<file path="src/rtl/timer_sched_pkg.sv">
// -----------------------------------------------------------------------------
// timer_sched_pkg
//   Shared definitions for the timer scheduler: register byte offsets, the
//   CON register layout and the wrap-safe deadline comparison.
// -----------------------------------------------------------------------------
package timer_sched_pkg;

    // Register byte offsets
    localparam int CON_OFF  = 'h00;
    localparam int CNT_OFF  = 'h04;
    localparam int PEND_OFF = 'h08;
    localparam int IE_OFF   = 'h0C;
    localparam int ARM_OFF  = 'h10;
    localparam int CMP_BASE = 'h20;    // CMP_n at CMP_BASE + 4*n
    localparam int PRD_BASE = 'h40;    // PRD_n at PRD_BASE + 4*n

    localparam int ID_W = 3;           // width of sched_id (up to 8 channels)

    typedef struct packed {
        logic [7:0] psc;
        logic       gie;
        logic       en;
    } con_t;

    // A deadline is due once (cnt - cmp) is non-negative as a signed value.
    // This stays correct across the 2^32 wrap provided deadlines are kept
    // less than 2^31 ticks ahead of the counter.
    function automatic logic is_due(input logic [31:0] cnt, input logic [31:0] cmp);
        logic [31:0] diff;
        diff = cnt - cmp;
        return ~diff[31];
    endfunction

endpackage

</file>
<file path="src/rtl/timer_sched_pri.sv">
// -----------------------------------------------------------------------------
// timer_sched_pri
//   Combinational lowest-index priority encoder.
//   Ports:
//     req  in   NCH  request vector (pend & ie)
//     id   out  3    index of the lowest set bit of req; 0 when req is empty
// -----------------------------------------------------------------------------
module timer_sched_pri
    import timer_sched_pkg::*;
#(
    parameter int NCH = 4
) (
    input  logic [NCH-1:0]  req,
    output logic [ID_W-1:0] id
);

    // Walk from the top down so the lowest set index is the last one written.
    always_comb begin
        id = '0;
        for (int i = NCH - 1; i >= 0; i--) begin
            if (req[i]) id = ID_W'(i);
        end
    end

endmodule

</file>
<file path="src/rtl/timer_sched.sv">
// -----------------------------------------------------------------------------
// timer_sched
//   Multi-channel one-shot/periodic timer scheduler built on one shared,
//   prescaled tick counter. A round-robin scanner tests one channel per clk
//   against its deadline, so a single wrap-safe comparator serves all
//   channels. Expired channels set pending bits that drive one interrupt.
//
//   Optional feature: define TIMER_SCHED_PERIODIC_EN to add PRD_n registers
//   and auto-reload; without it PRD_n reads 0, ignores writes, and every
//   channel is one-shot.
//
//   Ports:
//     clk        in   1    system clock
//     rst        in   1    asynchronous active-high reset
//     icb_wr     in   1    register write strobe
//     icb_wadr   in   AW   write byte address
//     icb_wdat   in   32   write data
//     icb_wack   out  1    write ack (same cycle as icb_wr)
//     icb_rd     in   1    register read strobe
//     icb_radr   in   AW   read byte address
//     icb_rdat   out  32   read data, combinational; 0 when idle or unmapped
//     icb_rack   out  1    read ack (same cycle as icb_rd)
//     sched_int  out  1    level interrupt = gie & |(pend & ie)
//     sched_id   out  3    lowest channel with pend & ie set; 0 when none
// -----------------------------------------------------------------------------
module timer_sched
    import timer_sched_pkg::*;
#(
    parameter int NCH = 4,
    parameter int AW  = 8
) (
    input  logic          clk,
    input  logic          rst,
    input  logic          icb_wr,
    input  logic [AW-1:0] icb_wadr,
    input  logic [31:0]   icb_wdat,
    output logic          icb_wack,
    input  logic          icb_rd,
    input  logic [AW-1:0] icb_radr,
    output logic [31:0]   icb_rdat,
    output logic          icb_rack,
    output logic          sched_int,
    output logic [2:0]    sched_id
);

    localparam int IW = (NCH > 1) ? $clog2(NCH) : 1;

    con_t           con_q,  con_d;
    logic [7:0]     div_q,  div_d;
    logic [31:0]    cnt_q,  cnt_d;
    logic [NCH-1:0] pend_q, pend_d;
    logic [NCH-1:0] ie_q,   ie_d;
    logic [NCH-1:0] arm_q,  arm_d;
    logic [31:0]    cmp_q [NCH];
    logic [31:0]    cmp_d [NCH];
    logic [IW-1:0]  idx_q,  idx_d;
`ifdef TIMER_SCHED_PERIODIC_EN
    logic [31:0]    prd_q [NCH];
    logic [31:0]    prd_d [NCH];
    logic [NCH-1:0] wr_prd;
`endif

    logic           wr_con, wr_cnt, wr_pend, wr_ie;
    logic [NCH-1:0] wr_cmp;
    logic           hit;

    assign icb_wack = icb_wr;
    assign icb_rack = icb_rd;

    // One-hot write strobes
    always_comb begin
        wr_con  = icb_wr && (icb_wadr == AW'(CON_OFF));
        wr_cnt  = icb_wr && (icb_wadr == AW'(CNT_OFF));
        wr_pend = icb_wr && (icb_wadr == AW'(PEND_OFF));
        wr_ie   = icb_wr && (icb_wadr == AW'(IE_OFF));
        for (int n = 0; n < NCH; n++) begin
            wr_cmp[n] = icb_wr && (icb_wadr == AW'(CMP_BASE + 4 * n));
`ifdef TIMER_SCHED_PERIODIC_EN
            wr_prd[n] = icb_wr && (icb_wadr == AW'(PRD_BASE + 4 * n));
`endif
        end
    end

    // Scanner compares against the registered counter, so a CNT write in the
    // same cycle is seen only from the next cycle on.
    assign hit = con_q.en && arm_q[idx_q] && is_due(cnt_q, cmp_q[idx_q]);

    // NOTE: every _d signal gets its default (hold) value first, so no path
    // through this block leaves a variable unassigned and no latch is inferred.
    always_comb begin
        con_d = con_q;
        if (wr_con) begin
            con_d.psc = icb_wdat[15:8];
            con_d.gie = icb_wdat[1];
            con_d.en  = icb_wdat[0];
        end

        // Prescaler and tick counter; a CNT write overrides the increment.
        div_d = div_q;
        cnt_d = cnt_q;
        if (!con_q.en) begin
            div_d = '0;
        end else if (div_q == con_q.psc) begin
            div_d = '0;
            cnt_d = cnt_q + 32'd1;
        end else begin
            div_d = div_q + 8'd1;
        end
        if (wr_cnt) begin
            cnt_d = icb_wdat;
            div_d = '0;
        end

        idx_d = idx_q;
        if (con_q.en) idx_d = (idx_q == IW'(NCH - 1)) ? '0 : idx_q + 1'b1;

        ie_d = wr_ie ? icb_wdat[NCH-1:0] : ie_q;

        // W1C first, so a same-cycle hit below re-sets the bit (set wins).
        pend_d = pend_q;
        if (wr_pend) pend_d = pend_q & ~icb_wdat[NCH-1:0];

        arm_d = arm_q;
        for (int n = 0; n < NCH; n++) begin
            cmp_d[n] = cmp_q[n];
`ifdef TIMER_SCHED_PERIODIC_EN
            prd_d[n] = wr_prd[n] ? icb_wdat : prd_q[n];
`endif
        end

        // A CMP write to the scanned channel suppresses its hit entirely.
        if (hit && !wr_cmp[idx_q]) begin
            pend_d[idx_q] = 1'b1;
`ifdef TIMER_SCHED_PERIODIC_EN
            if (prd_q[idx_q] != 32'd0) cmp_d[idx_q] = cmp_q[idx_q] + prd_q[idx_q];
            else                       arm_d[idx_q] = 1'b0;
`else
            arm_d[idx_q] = 1'b0;
`endif
        end

        for (int n = 0; n < NCH; n++) begin
            if (wr_cmp[n]) begin
                cmp_d[n] = icb_wdat;
                arm_d[n] = 1'b1;
            end
        end
    end

    // Read mux; idle or unmapped reads return 0.
    always_comb begin
        icb_rdat = '0;
        if (icb_rd) begin
            if (icb_radr == AW'(CON_OFF))  icb_rdat = {16'd0, con_q.psc, 6'd0, con_q.gie, con_q.en};
            if (icb_radr == AW'(CNT_OFF))  icb_rdat = cnt_q;
            if (icb_radr == AW'(PEND_OFF)) icb_rdat = 32'(pend_q);
            if (icb_radr == AW'(IE_OFF))   icb_rdat = 32'(ie_q);
            if (icb_radr == AW'(ARM_OFF))  icb_rdat = 32'(arm_q);
            for (int n = 0; n < NCH; n++) begin
                if (icb_radr == AW'(CMP_BASE + 4 * n)) icb_rdat = cmp_q[n];
`ifdef TIMER_SCHED_PERIODIC_EN
                if (icb_radr == AW'(PRD_BASE + 4 * n)) icb_rdat = prd_q[n];
`endif
            end
        end
    end

    // NOTE: state updates use non-blocking assignments so every flop samples
    // the pre-edge values of the others, independent of statement order.
    always_ff @(posedge clk or posedge rst) begin
        if (rst) begin
            con_q  <= '0;
            div_q  <= '0;
            cnt_q  <= '0;
            pend_q <= '0;
            ie_q   <= '0;
            arm_q  <= '0;
            idx_q  <= '0;
            // NOTE: the per-channel arrays are small register files, not RAM,
            // so they are reset with everything else to give defined readback.
            for (int n = 0; n < NCH; n++) begin
                cmp_q[n] <= '0;
`ifdef TIMER_SCHED_PERIODIC_EN
                prd_q[n] <= '0;
`endif
            end
        end else begin
            con_q  <= con_d;
            div_q  <= div_d;
            cnt_q  <= cnt_d;
            pend_q <= pend_d;
            ie_q   <= ie_d;
            arm_q  <= arm_d;
            idx_q  <= idx_d;
            for (int n = 0; n < NCH; n++) begin
                cmp_q[n] <= cmp_d[n];
`ifdef TIMER_SCHED_PERIODIC_EN
                prd_q[n] <= prd_d[n];
`endif
            end
        end
    end

    assign sched_int = con_q.gie & |(pend_q & ie_q);

    timer_sched_pri #(.NCH(NCH)) u_pri (
        .req (pend_q & ie_q),
        .id  (sched_id)
    );

endmodule
</file>
<file path="config.mk">
export PLATFORM = sky130hd
export DESIGN_NAME = timer_sched
export DESIGN_NICKNAME = d
export VERILOG_FILES = /design/src/rtl/timer_sched_pkg.sv /design/src/rtl/timer_sched_pri.sv /design/src/rtl/timer_sched.sv
export SDC_FILE = /design/constraint.sdc
export NUM_CORES = 1
export LEC_CHECK = 0
export CAP_MARGIN = 20
export CORE_ASPECT_RATIO = 1.75
export CORE_MARGIN = 2
export CORE_UTILIZATION = 59
export DETAILED_ROUTE_END_ITERATION = 10
export PLACE_DENSITY_LB_ADDON = 0.2
export SETUP_SLACK_MARGIN = 0.02
export SYNTH_ARGS = -nofsm -noshare
export SYNTH_HDL_FRONTEND = slang
export SYNTH_SLANG_ARGS = --single-unit
export TNS_END_PERCENT = 20
</file>
<file path="constraint.sdc">
create_clock -name clk -period 7.8 [get_ports clk]
set_clock_uncertainty 0.05 [all_clocks]
set_input_delay 1.56 -clock clk [delete_from_list [all_inputs] [get_ports clk]]
set_output_delay 1.56 -clock clk [all_outputs]
set_load 0.03 [all_outputs]
</file>
==> impl_metrics.json <==
{
  "status": "finished clean",
  "synth_area_leaders": "dfrtp_1 (44%), mux2_2 (10%), mux4_2 (6.8%), nand2_1 (6.4%), ha_1 (4.1%)",
  "slowest_delay_ns": 0.72,
  "ys_ff_latch": 192,
  "io_buffers": 88,
  "yosysMostFrequentCell": "dfrtp_1",
  "path_class": "primary input to output pin",
  "gr-usage-all-layers_pct": 32.5,
  "rows": 66,
  "worstMarginPinSlew_ns": 0.989,
  "die_area_um2": 19700,
  "min_path_cells": 2,
  "setup_slack_ns": 1.43,
  "worstPathCellList": "clkdlybuf4s50_1 > nor2b_1 > and2_1 > and3_1 > buf_4 > a221oi_1 > a21oi_1 > clkdlybuf4s50_1",
  "synth_cell_types": 55,
  "ios": 90,
  "hold_buffers": 0,
  "leakagePower_nw": 5.54,
  "vias_per_cell": 6.41,
  "synth_edf_count": 0,
  "dp_slack_ns": 1.48,
  "relSlewSlack_pct": 34.0,
  "yosys_warnings": 0,
  "drcViolationCount": 0,
  "cts-buffers-inserted": 17,
  "start_util_pct": 59.5,
  "post-cts-setup-buffers": 0,
  "clk_latency_ns": 0.45,
  "cts_resized": 0,
  "synthCells": 1072,
  "nets": 1225,
  "synth_area_um2": 11000,
  "antenna_found_initial": 0,
  "synth_fp_nets": 1160,
  "cp.required_ns": 6.19,
  "wl_um": 30600,
  "ys_seq_area_share_pct": 43.8,
  "grt-ovfl-total": 0,
  "ys.flop_type": "dfrtp_1",
  "first_iter_violations": 636,
  "peakVddDrop_v": 0.000140,
  "globalplace.congestion": 0.904,
  "async_flop_share_pct": 100,
  "tritoncts": "built",
  "antennaDiodeCount": 0,
  "yosysTopAreaCellShare_pct": 43.8,
  "hold_path_class": "flip-flop to flip-flop",
  "root_buffer": "clkbuf_16",
  "grt_pass1_vias": 9143,
  "r2r-start": "idx_q[0]$_DFFE_PP0P_",
  "layout_min_cycle_time_ns": 6.37,
  "maxCapViolCount": 0,
  "drive_gt1_share_pct": 17.6,
  "fp.dieH_um": 184,
  "avgRoutedWirePerCell_um": 22.1,
  "setup_viol": 0,
  "yosysTopAreaCell": "dfrtp_1",
  "area_growth_pct": 15.9,
  "core_um2": 18400,
  "slew_viol_final": 0,
  "path_max_fanout": 13,
  "slowest_stage": "clkdlybuf4s50_1",
  "grt_start_max_net_pins": 136,
  "fmax_mhz": 157,
  "synth_commonest_cells": "dfrtp_1 (192), nand2_1 (188), mux2_2 (98)",
  "worst_setup_path_startpoint": "icb_radr[5]",
  "power_density_nw_per_um2": 233,
  "power.total_mw": 2.97,
  "grt_first_pass_wirelength_um": 48600,
  "rsz0062_at_grt": "no",
  "dr.pass1.iters": 8,
  "min_from": "cmp_q[114]$_DFFE_PP0P_",
  "setup_tns_ns": 0,
  "place_inst": 1355,
  "r2r.worst_path.cells": 11,
  "stdcell_count": 1387,
  "hold_violations": 0,
  "path_clk_slew_ns": 0.07,
  "whs_ns": 0.446,
  "fp.dieW_um": 107,
  "cpMostUsedCell": "clkdlybuf4s50_1",
  "detail-route-antenna-nets": 0,
  "fin_crit_sh_pct": 81.6,
  "syn_avg_cell_area_um2": 10.2,
  "cp-end-kind": "output pin",
  "critPathArrivalTime_ns": 4.76,
  "dp_hpwl_um": 20300,
  "cts_sinks": 192,
  "htree_levels": 4,
  "start_kind": "primary input",
  "clk_path_buf_depth": 2,
  "vias": 8885
}
where the power goes:
group	switching [mW]	total [mW]	internal, mW
Combinational	0.427	0.769	0.342
Clock	0.389	0.959	0.569
Sequential	0.143	1.24	1.10
placed cells by master, fill, tap and decap left out, drive strengths merged, types with 19 or more instances in the layout:
cell           count
nand2            188
clkdlybuf4s50     88
mux2              98
clkbuf            22
o21ai             61
inv               53
nand3             19
a31oi             24
a22oi             51
nor2              57
dfrtp            192
ha                36
a21oi             28
xnor2             37
buf               20
mux4              33
critical path: cells and delay by family:
| kind | cells | cell delay (ns) |
|---|---|---|
| AOI/OAI and AO/OA | 2 | 0.29 |
| buffers and inverters | 3 | 1.57 |
| and+or+nand+nor | 3 | 1.33 |
sequential cells by signal (all words and copies together) (netlist names):
register / cells
ie_q: 4
div_q: 8
idx_q: 2
pend_q: 4
con_q: 10
cnt_q: 32
arm_q: 4
cmp_q: 128
worst paths after layout:
check,end,slack [ns]
setup / recovery,icb_rdat[13],1.43
hold / removal,cmp_q[114]$_DFFE_PP0P_,0.45
setup reg to reg,arm_q[1]$_DFFE_PP0P_,3.82
hold reg to reg,cmp_q[114]$_DFFE_PP0P_,0.45
max in group asynchronous,cmp_q[108]$_DFFE_PP0P_,4.78
min in group asynchronous,pend_q[2]$_DFF_PP0_,1.62
per-layer routing:
layer	routed length [um]	track usage, %	vias to the layer above	share of wire (%)
met5	0	0	-	0
met4	1580	17.8	0	5.2
met3	1940	5.23	106	6.3
met2	15900	56.4	399	52
met1	11200	37.9	4404	37
li1	-	-	3976	-
kinds of logic (layout without fill, tap and decap cells):
group	after synthesis	after routing	share of synthesized area [%]
fa+ha+maj	36	36	4.11
other cells	1	1	0.0342
buf+inv	115	192	4.35
simple gates	337	337	14.2
flops	192	192	43.8
xor+xnor	47	47	3.82
mux	134	134	17.1
compound gates	210	210	12.6
layout make-up:
cell class                 instances  area [um^2]
clock buffer                      22          484
clock inverter                     9          155
timing repair buffer             108         1040
inverter                          53          206
sequential                       192         4810
fill                            1475         5710
multi-input combinational        765         5710
tap                              238          298
per-stage QoR:
step	instance area (um^2)	utilization, %
floorplan	11000	-
global placement	12000	65.4
detailed placement	12000	65.4
CTS	12700	68.9
global route	12700	69.0
finish	12700	69.0
No activity file was read; power rests on OpenSTA's default activity.
